<file path="config.mk">
export PLATFORM = sky130hd
export DESIGN_NAME = decode_stage_hz
export DESIGN_NICKNAME = d
export VERILOG_FILES = /design/src/rtl/decode_stage_hz.sv
export SDC_FILE = /design/constraint.sdc
export NUM_CORES = 1
export LEC_CHECK = 0
export CAP_MARGIN = 20
export CORE_AREA = 8 8 249 251
export CTS_CLUSTER_DIAMETER = 60
export DETAILED_ROUTE_END_ITERATION = 16
export DIE_AREA = 0 0 257 259
export SLEW_MARGIN = 20
export SYNTH_ARGS = -nofsm -noshare
export SYNTH_HDL_FRONTEND = slang
export SYNTH_SLANG_ARGS = --single-unit
</file>
<file path="constraint.sdc">
create_clock -name clk -period 2.8 [get_ports clk]
set_input_delay 0.7 -clock clk [delete_from_list [all_inputs] [get_ports clk]]
set_output_delay 0.7 -clock clk [all_outputs]
set_load 0.02 [all_outputs]
</file>
<file path="src/rtl/decode_stage_hz.sv">
// rtl/decode_stage_hz.sv - decode stage: ID/EX register, bypassed register file, load-use stall, two-word capture
module decode_stage_hz #(
  parameter int DATA_W  = 16,
  parameter int INSTR_W = 16,
  parameter int PC_W    = 32,
  parameter int N_REGS  = 8,
  parameter int CTRL_W  = 32,
  parameter int RS_LSB  = 8,
  parameter int RT_LSB  = 5,
  parameter int SHAMT_W = 4,
  localparam int ADDR_W = $clog2(N_REGS)
) (
  input  logic               clk,
  input  logic               reset,
  input  logic               instr_valid,
  input  logic [INSTR_W-1:0] instruction,
  input  logic [PC_W-1:0]    pc,
  input  logic [CTRL_W-1:0]  ctrl_in,
  input  logic               mem_read_in,
  input  logic               uses_rs,
  input  logic               uses_rt,
  input  logic               two_word,
  input  logic               flush,
  input  logic               hold,
  input  logic               wb_we,
  input  logic [ADDR_W-1:0]  wb_addr,
  input  logic [DATA_W-1:0]  wb_data,
  output logic [CTRL_W-1:0]  ctrl_r,
  output logic               valid_r,
  output logic               mem_read_r,
  output logic [DATA_W-1:0]  rs_data_r,
  output logic [DATA_W-1:0]  rt_data_r,
  output logic [DATA_W-1:0]  imm_r,
  output logic [ADDR_W-1:0]  rd_addr_r,
  output logic [ADDR_W-1:0]  rs_addr_r,
  output logic [ADDR_W-1:0]  rt_addr_r,
  output logic [SHAMT_W-1:0] shamt_r,
  output logic [PC_W-1:0]    pc_r,
  output logic               stall_if
);

  typedef enum logic {IDLE, IMM} state_t;
  state_t state;

  logic [DATA_W-1:0]  regs [N_REGS];
  logic [ADDR_W-1:0]  pend_rs, pend_rt;
  logic [SHAMT_W-1:0] pend_shamt;
  logic [PC_W-1:0]    pend_pc;
  logic [CTRL_W-1:0]  pend_ctrl;
  logic               pend_mem_read;

  logic [ADDR_W-1:0]  dec_rs, dec_rt, sel_rs, sel_rt;
  logic [SHAMT_W-1:0] dec_shamt, sel_shamt;
  logic [PC_W-1:0]    sel_pc;
  logic [CTRL_W-1:0]  sel_ctrl;
  logic               sel_mem_read;
  logic [DATA_W-1:0]  imm_ext, sel_imm, rs_val, rt_val;
  logic               in_imm, load_use, do_load, do_capture;

  assign dec_rs    = instruction[RS_LSB +: ADDR_W];
  assign dec_rt    = instruction[RT_LSB +: ADDR_W];
  assign dec_shamt = instruction[SHAMT_W-1:0];

  generate
    if (DATA_W > INSTR_W) begin : g_imm_zext
      assign imm_ext = {{(DATA_W-INSTR_W){1'b0}}, instruction};
    end else begin : g_imm_trunc
      assign imm_ext = instruction[DATA_W-1:0];
    end
  endgenerate

  // In IMM the fields come from the captured first word; the current word is the immediate.
  assign in_imm       = (state == IMM);
  assign sel_rs       = in_imm ? pend_rs       : dec_rs;
  assign sel_rt       = in_imm ? pend_rt       : dec_rt;
  assign sel_shamt    = in_imm ? pend_shamt    : dec_shamt;
  assign sel_pc       = in_imm ? pend_pc       : pc;
  assign sel_ctrl     = in_imm ? pend_ctrl     : ctrl_in;
  assign sel_mem_read = in_imm ? pend_mem_read : mem_read_in;
  assign sel_imm      = in_imm ? imm_ext       : '0;

  assign rs_val = (wb_we && wb_addr == sel_rs) ? wb_data : regs[sel_rs];
  assign rt_val = (wb_we && wb_addr == sel_rt) ? wb_data : regs[sel_rt];

  assign load_use = !in_imm && instr_valid && valid_r && mem_read_r &&
                    ((uses_rs && rd_addr_r == dec_rs) || (uses_rt && rd_addr_r == dec_rt));
  assign stall_if = !flush && (hold || load_use);

  assign do_load    = instr_valid && (in_imm || (!load_use && !two_word));
  assign do_capture = !in_imm && instr_valid && !load_use && two_word;

  always_ff @(posedge clk) begin
    if (reset) begin
      for (int i = 0; i < N_REGS; i++) regs[i] <= '0;
    end else if (wb_we) begin
      regs[wb_addr] <= wb_data;
    end
  end

  // Flush shares the reset path: a bubble plus a dropped pending word is the same all-zero state.
  always_ff @(posedge clk) begin
    if (reset || flush) begin
      state         <= IDLE;
      valid_r       <= 1'b0;
      ctrl_r        <= '0;
      mem_read_r    <= 1'b0;
      rs_data_r     <= '0;
      rt_data_r     <= '0;
      imm_r         <= '0;
      rd_addr_r     <= '0;
      rs_addr_r     <= '0;
      rt_addr_r     <= '0;
      shamt_r       <= '0;
      pc_r          <= '0;
      pend_rs       <= '0;
      pend_rt       <= '0;
      pend_shamt    <= '0;
      pend_pc       <= '0;
      pend_ctrl     <= '0;
      pend_mem_read <= 1'b0;
    end else if (!hold) begin
      valid_r    <= do_load;
      ctrl_r     <= do_load ? sel_ctrl : '0;
      mem_read_r <= do_load && sel_mem_read;
      rs_data_r  <= do_load ? rs_val : '0;
      rt_data_r  <= do_load ? rt_val : '0;
      imm_r      <= do_load ? sel_imm : '0;
      rd_addr_r  <= do_load ? sel_rs : '0;
      rs_addr_r  <= do_load ? sel_rs : '0;
      rt_addr_r  <= do_load ? sel_rt : '0;
      shamt_r    <= do_load ? sel_shamt : '0;
      pc_r       <= do_load ? sel_pc : '0;
      if (do_capture) begin
        state         <= IMM;
        pend_rs       <= dec_rs;
        pend_rt       <= dec_rt;
        pend_shamt    <= dec_shamt;
        pend_pc       <= pc;
        pend_ctrl     <= ctrl_in;
        pend_mem_read <= mem_read_in;
      end else if (do_load) begin
        state <= IDLE;
      end
    end
  end

endmodule
</file>
Yosys cells after proc, flatten, opt, wreduce, memory -nomap -nowiden. Memories as Yosys holds them, arrays and structs flattened. Index checks and enable logic that the tools add are counted.

Memory bits (writable): 128. Memory bits (read-only): 0. Memories: 1. Latch bits: 0. Bits of input ports: 109. Flip-flop bits (word level): 200. Output and inout port bits: 128.

Memory list: regs (words 8, bits a word 16, read ports 2, clocked after memory_dff 0, wr ports 8, RTL line 45) `logic [DATA_W-1:0] regs [N_REGS];`.

Add/subtract/negate cells: 0. Reduce and logical (&&, ||, !) cells: 26. Shift-type cells: 0. Order comparisons: 0. Multiply operators: 0. Muxes and demuxes: 27. Equal/unequal tests: 4. Divide/modulo/power cells: 0. Bitwise logic cells: 1.

Operators by type and width (count): two-way mux 32 bit (4); two-way mux 16 bit (7); OR reduction 16 bit (1); two-way mux 3 bit (5); logical AND 1 bit (14); == test 3 bit (4); two-way mux 1 bit (9); two-way mux 4 bit (2); logical NOT 1 bit (4); logical OR 1 bit (4); AND reduction 2 bit (2); nonzero test 2 bit (1); inverter 1 bit (1).

Depth between registers and ports, before layout. Gate-level depths: netlist (run 1).

Depth in word-level cells: 11. Depth in mapped cells: 10. Mapped depth without buffers: 6.

Least setup slack after synthesis (run 1). Ideal clock, no wire load.

Path type: input to output. Start point: input hold. End point: output stall_if. Stages on the path: 6. Arrival: 2.061 ns. Data required time: 2.100 ns. Slack: 0.039 ns. Path buffers: 4. Cells stage by stage: clkbuf_1 > clkbuf_1 > clkbuf_1 > buf_1 > nor2_1 > nor2_1.

Longest elaborated chain between the ends: 2.

Ends and longest elaborated chain: start, declared (RTL line 24) `input logic hold,`; logical OR 1 bit (RTL line 87) `assign stall_if = !flush && (hold || load_use);`; logical AND 1 bit (RTL line 87); end, declared (RTL line 39) `output logic stall_if`.

No other way between the ends.

Worst setup path after layout (run 1).
Start point: input instruction[7]. End point: output stall_if.

Longest elaborated chain between the ends: 6.

Ends and longest elaborated chain: start, declared (RTL line 16) `input logic [INSTR_W-1:0] instruction,`; == test 3 bit (RTL line 86) `((uses_rs && rd_addr_r == dec_rs) || (uses_rt && rd_addr_r == dec_rt));`; logical AND 1 bit (RTL line 86); logical OR 1 bit (RTL line 86); logical AND 1 bit (RTL line 85) `assign load_use = !in_imm && instr_valid && valid_r && mem_read_r &&`; logical OR 1 bit (RTL line 87); logical AND 1 bit (RTL line 87).

No other way between the ends.

==> impl_metrics.env, run 1 <==
export IMPL_run_status="finished, final reports clean"
export IMPL_timing_critical_path_slowest_stage_cell="clkdlybuf4s50_1"
export IMPL_dp_hpwl_um=44400
export IMPL_grt_usage_pct=19.3
export IMPL_synth_compound_area_share_pct=24.0
export IMPL_longest_clk_path_bufs=3
export IMPL_postSynthCellCount=1930
export IMPL_synthFlopType="dfxtp_1"
export IMPL_via_count=16721
export IMPL_via_per_inst=5.60
export IMPL_post_place_cells=2910
export IMPL_drt_wl_cell_um=22.8
export IMPL_combinational_family_with_the_most_area_after_synthesis="compound AO/OA/AOI/OAI gates"
export IMPL_floorplan_rows=89
export IMPL_first_global_vias=16168
export IMPL_ys_types=53
export IMPL_reported_max_cap_violation_count=0
export IMPL_worst_ep_required_time_ns=2.10
export IMPL_synth_async_reset_ratio_pct=0
export IMPL_h_tree_depth=2
export IMPL_timing_hold_worst_class="reg2reg"
export IMPL_crit_top_cell="nor2_1"
export IMPL_crit_fanout=2
export IMPL_layout_nets=2288
export IMPL_period_share_pct=96.8
export IMPL_gp_routability_congestion=0.872
export IMPL_critPathLaunchType="primary input"
export IMPL_leakage_power_summed_over_all_cells_nw=7.67
export IMPL_rsz_0062_raised_after_global_routing="false"
export IMPL_cts_repair_resize_count=4
export IMPL_dieHeight_um=259
export IMPL_xor_and_xnor_fraction_of_the_mapped_netlist_area_pct=0.562
export IMPL_drive_above_1_share_pct=15.0
export IMPL_worstMarginPinSlew_ns=0.832
export IMPL_highest_clock_frequency_the_design_can_meet_mhz=369
export IMPL_post_dp_cell_area_um2=21200
export IMPL_r2r_start="in_imm"
export IMPL_cp_end_kind="output port"
export IMPL_fraction_of_post_synthesis_cell_area_in_the_top_cell_type_by_area_pct=23.3
export IMPL_synth_fa_ha_area_share_pct=0
export IMPL_cts_buffers_inserted=40
export IMPL_ys_top_cells_by_count="nand2_1, dfxtp_1, a21oi_1"
export IMPL_routed_wirelength_um=67900
export IMPL_chipWidth_um=257
export IMPL_timing_critical_path_slowest_cell_delay_ns=0.50
export IMPL_layout_core_utilization_pct=38.7
export IMPL_timing_worst_setup_path_type="in2out"
export IMPL_synth_area_mux_share_pct=4.97
export IMPL_synth_area_um2=17200
export IMPL_io_buffers=236
export IMPL_synth_yosys_seq_area_share_pct=45.8
export IMPL_crit_chain="clkdlybuf4s50_1 -> xnor2_1 -> nand4_1 -> a21oi_2 -> nor2_1 -> nor2_1 -> buf_2"
export IMPL_cts_sink_count=328
export IMPL_grt_overflow_total=0
export IMPL_worst_setup_hold_path_clk_slew_ns=0.06
export IMPL_fp_coreArea_um2=58200
export IMPL_diodes=0
export IMPL_setup_viol_count_final=0
export IMPL_synthesis_yosys_warnings=0
export IMPL_totalPowerFinal_mw=12.2
export IMPL_finalNonFillerCells=2984
export IMPL_min_delay_start="pend_ctrl[24]"
export IMPL_worst_slew_slack_as_a_fraction_of_its_limit_pct=44.5
export IMPL_cts_root_buf="clkbuf_16"
export IMPL_post_cts_setup_buffers=0
export IMPL_top_area_cells_in_the_synthesized_netlist="dfxtp_1, edfxtp_1, nand2_1, a22oi_1, and2_1"
export IMPL_timing_clock_skew_ns=0.0232
export IMPL_synth_area_per_cell_um2=8.89
export IMPL_postSynthNetCount=2039
export IMPL_clk_insertion_delay_late_ns=0.59
export IMPL_floorplan_initialDensity_pct=29.4
export IMPL_cts_tree="built"
export IMPL_pin_count_of_the_biggest_net_entering_global_routing=69
export IMPL_critPathArrivalTime_ns=2.01
export IMPL_antenna_violations_before_repair=2
export IMPL_setup_worst_path_start="instruction[7]"
export IMPL_power_density_nw_per_um2=542
export IMPL_grt_pass1_wl_um=101000
export IMPL_synth_simple_area_share_pct=19.5
export IMPL_drt_first_pass_iters=6
export IMPL_dr_first_iter_drc_count=1942
export IMPL_floorplan_die_area_um2=66600
export IMPL_synth_most_common_cell="nand2_1"
export IMPL_ir_drop_mv=0.393
export IMPL_number_of_enable_flip_flop_cells_after_synthesis=128
export IMPL_number_of_hold_repair_buffers_added_at_the_cts_stage=0
export IMPL_ioPinCount=237
export IMPL_period_minus_slack_ns=2.71
export IMPL_drc_errors=0
export IMPL_layout_cell_area_non_filler_um2=22600
export IMPL_flow_area_growth_from_synthesis_pct=31.6
export IMPL_synth_ff_latch_count=328
export IMPL_drt_antenna_violating_nets=0
export IMPL_timing_max_transition_violations_final=0
export IMPL_timing_final_hold_violations=0
export IMPL_post_synth_top_area_cell="dfxtp_1"
[critical path, delay by kind of cell]
| family | cells | cell delay (ns) |
|---|---|---|
| AO/OA/AOI/OAI | 1 | 0.19 |
| XOR/XNOR | 1 | 0.14 |
| buffers and inverters | 2 | 0.68 |
| AND/OR/NAND/NOR | 3 | 0.30 |
[per-layer routing]
| metal | up-vias | wire length, um | global-route usage (%) |
|---|---|---|---|
| met4 | 2 | 1900 | 6.38 |
| met3 | 146 | 7100 | 4.76 |
| met1 | 8087 | 28700 | 26.1 |
| met5 | - | 12 | 0 |
| met2 | 1005 | 30200 | 30.0 |
| li1 | 7481 | - | - |
[cell families (layout without fill, tap and decap cells)]
family / Yosys count / count (layout)
AND/OR/NAND/NOR: 687 / 687
AO/OA/AOI/OAI: 623 / 623
flip-flops: 328 / 328
buffers and inverters: 207 / 488
multiplexers: 74 / 74
XOR/XNOR: 11 / 11
[sequential cells by signal, indices dropped and copies added, names as in the netlist, 3 cells and up]
signal,flops
imm_r,16
ctrl_r,32
pend_rs,3
rs_addr_r,3
rt_addr_r,3
regs,128
rs_data_r,16
pend_rt,3
shamt_r,4
pend_pc,32
pend_shamt,4
rt_data_r,16
pend_ctrl,32
pc_r,32
[layout by cell type, fill, tap and decap left out, types with 10 or more instances in the layout]
cell             Yosys  final
clkdlybuf4s50_1      0    232
a22oi_1            149    149
nand3_1             29     29
clkbuf_1           125     10
nor2b_1             40     36
and2_1             131    131
edfxtp_1           128    128
xnor2_1             10     10
o21ai_0            116    116
nand2b_1            13     13
inv_1               21     21
and4_1              16     16
mux2_2              69     69
dfxtp_1            200    199
a32oi_1             56     56
buf_4                5    126
nor2_1              99     99
a21o_1              58     58
and4_4              12     12
a21oi_1            155    155
clkbuf_16            0     40
nand2_1            315    315
a211oi_1            60     60
buf_12               0     30
[final timing paths]
path	depth (start not counted)	end	slack, ns
min reg2reg	2	pend_ctrl[24]	0.45
min	2	pend_ctrl[24]	0.45
max	7	stall_if	0.09
max reg2reg	7	rs_data_r[0]	0.41
[report_power, final]
group | switching (mW) | total, mW | internal (mW)
Clock | 2.24 | 5.30 | 3.06
Sequential | 0.123 | 5.24 | 5.12
Combinational | 0.938 | 1.70 | 0.762
[metrics by stage]
stage / hold slack, ns / setup slack, ns / TNS [ns]
2_1_floorplan: 0.433 / 0.0386 / 0
6_report: 0.452 / 0.0887 / 0
4_1_cts: 0.455 / 0.0985 / 0
3_3_place_gp: 0.438 / -0.377 / -1.23
5_1_grt: 0.472 / 0.0162 / 0
3_5_place_dp: 0.447 / -0.337 / -2.19
[cell type report]
type / count / area, um2
fillers: 5733 / 35700
multi-input cells: 1395 / 8430
flip-flops and latches: 328 / 7850
repair buffers: 391 / 3880
clock buffers: 57 / 1130
well taps: 773 / 967
clock inverters: 17 / 211
inverters: 23 / 86.3
Power figures use the tool's default switching activity.
==> inputs of run 2 (changes only) <==
HOLD_SLACK_MARGIN = 0.12   (was unset)
PLACE_DENSITY_LB_ADDON = 0.05   (was unset)
SLEW_MARGIN = 40   (was 20)
==> impl_metrics.env, run 2 (synthesis results as in run 1) <==
export IMPL_leakage_power_summed_over_all_cells_nw=7.80
export IMPL_ir_drop_mv=0.356
export IMPL_grt_pass1_wl_um=108000
export IMPL_cp_end_kind="output port"
export IMPL_setup_worst_path_start="instr_valid"
export IMPL_flow_area_growth_from_synthesis_pct=33.0
export IMPL_layout_nets=2304
export IMPL_timing_critical_path_slowest_cell_delay_ns=0.51
export IMPL_timing_clock_skew_ns=0.0217
export IMPL_drt_wl_cell_um=24.3
export IMPL_timing_hold_worst_class="reg2reg"
export IMPL_dp_hpwl_um=48700
export IMPL_number_of_hold_repair_buffers_added_at_the_cts_stage=0
export IMPL_max_ffs_per_register=128
export IMPL_top_register="regs"
export IMPL_gp_routability_congestion=0.831
export IMPL_grt_overflow_total=0
export IMPL_finalNonFillerCells=3002
export IMPL_ioPinCount=237
export IMPL_period_minus_slack_ns=2.72
export IMPL_cts_root_buf="clkbuf_16"
export IMPL_floorplan_rows=89
export IMPL_worst_slack_ns=0.0845
export IMPL_period_share_pct=97.0
export IMPL_post_place_cells=2921
export IMPL_worst_ep_required_time_ns=2.10
export IMPL_critPathArrivalTime_ns=2.02
export IMPL_highest_clock_frequency_the_design_can_meet_mhz=368
export IMPL_h_tree_depth=2
export IMPL_clk_insertion_delay_late_ns=0.58
export IMPL_io_buffers=236
export IMPL_worst_slew_slack_as_a_fraction_of_its_limit_pct=47.9
export IMPL_r2r_start="in_imm"
export IMPL_longest_clk_path_bufs=3
export IMPL_cts_sink_count=328
export IMPL_floorplan_initialDensity_pct=29.4
export IMPL_layout_cells_most_common_list="nand2_1, clkdlybuf4s50_1, dfxtp_1"
export IMPL_worst_setup_hold_path_clk_slew_ns=0.05
export IMPL_crit_fanout=2
export IMPL_timing_max_transition_violations_final=0
export IMPL_crit_chain="clkdlybuf4s50_1 -> nand4_1 -> a21oi_4 -> nor2_1 -> nor2_1 -> buf_4"
export IMPL_layout_commonest_cell="nand2_1"
export IMPL_grt_usage_pct=21.0
export IMPL_floorplan_die_area_um2=66600
export IMPL_layout_cell_area_non_filler_um2=22800
export IMPL_timing_worst_setup_path_type="in2out"
export IMPL_pin_count_of_the_biggest_net_entering_global_routing=75
export IMPL_drt_antenna_violating_nets=0
export IMPL_dr_first_iter_drc_count=1227
export IMPL_reported_max_cap_violation_count=0
export IMPL_min_delay_start="pend_pc[0]"
export IMPL_dieHeight_um=259
export IMPL_worstMarginPinSlew_ns=0.782
export IMPL_worstHoldPathCells=2
export IMPL_antenna_violations_before_repair=3
export IMPL_routed_wirelength_um=72900
export IMPL_fp_coreArea_um2=58200
export IMPL_chipWidth_um=257
export IMPL_via_per_inst=5.36
export IMPL_layout_core_utilization_pct=39.2
export IMPL_hold_slack_ns=0.450
export IMPL_drive_above_1_share_pct=15.6
export IMPL_critPathLaunchType="primary input"
export IMPL_rsz_0062_raised_after_global_routing="false"
export IMPL_post_dp_cell_area_um2=21400
export IMPL_timing_critical_path_slowest_stage_cell="clkdlybuf4s50_1"
export IMPL_cts_buffers_inserted=45
export IMPL_run_status="finished, final reports clean"
export IMPL_timing_final_hold_violations=0
export IMPL_power_density_nw_per_um2=552
export IMPL_crit_top_cell="nor2_1"
export IMPL_cts_tree="built"
export IMPL_placement_setup_worst_slack_ns=-0.493
export IMPL_drc_errors=0
export IMPL_setup_viol_count_final=0
export IMPL_via_count=16093
export IMPL_first_global_vias=16069
export IMPL_drt_first_pass_iters=6
export IMPL_reg2regPathDepth=8
## run 2: cell count changes in the layout (fill, tap and decap cells not counted), moves of 3 or more
cell             before  now
clkdlybuf4s50_1     232  228
buf_12               30   33
buf_4               126  135
inv_6                 0    3
clkbuf_16            40   49
clkbuf_8              7    4
## run 2: stage by stage
stage,TNS [ns],power [mW]
after detailed placement,-13.70,7.06
after floorplan,0,6.18
after global placement,-28.51,7.06
after CTS,0,12.8
after global routing,0,13.1
final,0,12.6
## run 2: where the power goes
| part | internal (mW) | leakage [nW] | total (mW) | switching, mW |
|---|---|---|---|---|
| clock | 3.37 | 0.705 | 5.61 | 2.24 |
| sequential | 5.12 | 2.84 | 5.25 | 0.126 |
| combinational | 0.771 | 4.26 | 1.73 | 0.956 |
## run 2: layer usage
layer	share of wire, %	global-route usage, %
met1	44	27.3
met2	47	35.0
met3	5.5	3.62
met4	3.1	7.29
met5	0.018	0
## run 2: final cells by class
| class | instances | area (um2) |
|---|---|---|
| Antenna cell | 2 | 5.00 |
| Timing Repair Buffer | 402 | 4010 |
| Clock inverter | 15 | 115 |
| Sequential cell | 328 | 7850 |
| Inverter | 23 | 86.3 |
| Fill cell | 5831 | 35400 |
| Clock buffer | 64 | 1320 |
| Tap cell | 773 | 967 |
| Multi-Input combinational cell | 1395 | 8440 |
## run 2: critical path: cells and delay by family
| kind | cells | cell delay [ns] |
|---|---|---|
| buffers and inverters | 2 | 0.67 |
| AND/OR/NAND/NOR | 3 | 0.39 |
| AO/OA/AOI/OAI | 1 | 0.25 |
## run 2: path summary, 6_finish.rpt
kind	to	slack (ns)
setup / recovery	stall_if	0.08
hold / removal	pend_pc[0]	0.45
setup reg to reg	rs_data_r[14]	0.44
hold reg to reg	pend_pc[0]	0.45
## run 2: repair_timing
item / in CTS / in global routing
buffers inserted: 0 / 0
gates cloned: 0 / 0
setup endpoints to repair: 1 / 1
pin swaps: 2 / 2
gates resized for setup: 8 / 2
==> inputs of run 3 (changes only) <==
ABC_CLOCK_PERIOD_IN_PS = 2800   (was unset)
HOLD_SLACK_MARGIN = 0.1   (was 0.12)
==> results of run 3 <==
The final DEF is identical to that of run 2; final timing and power are the same.
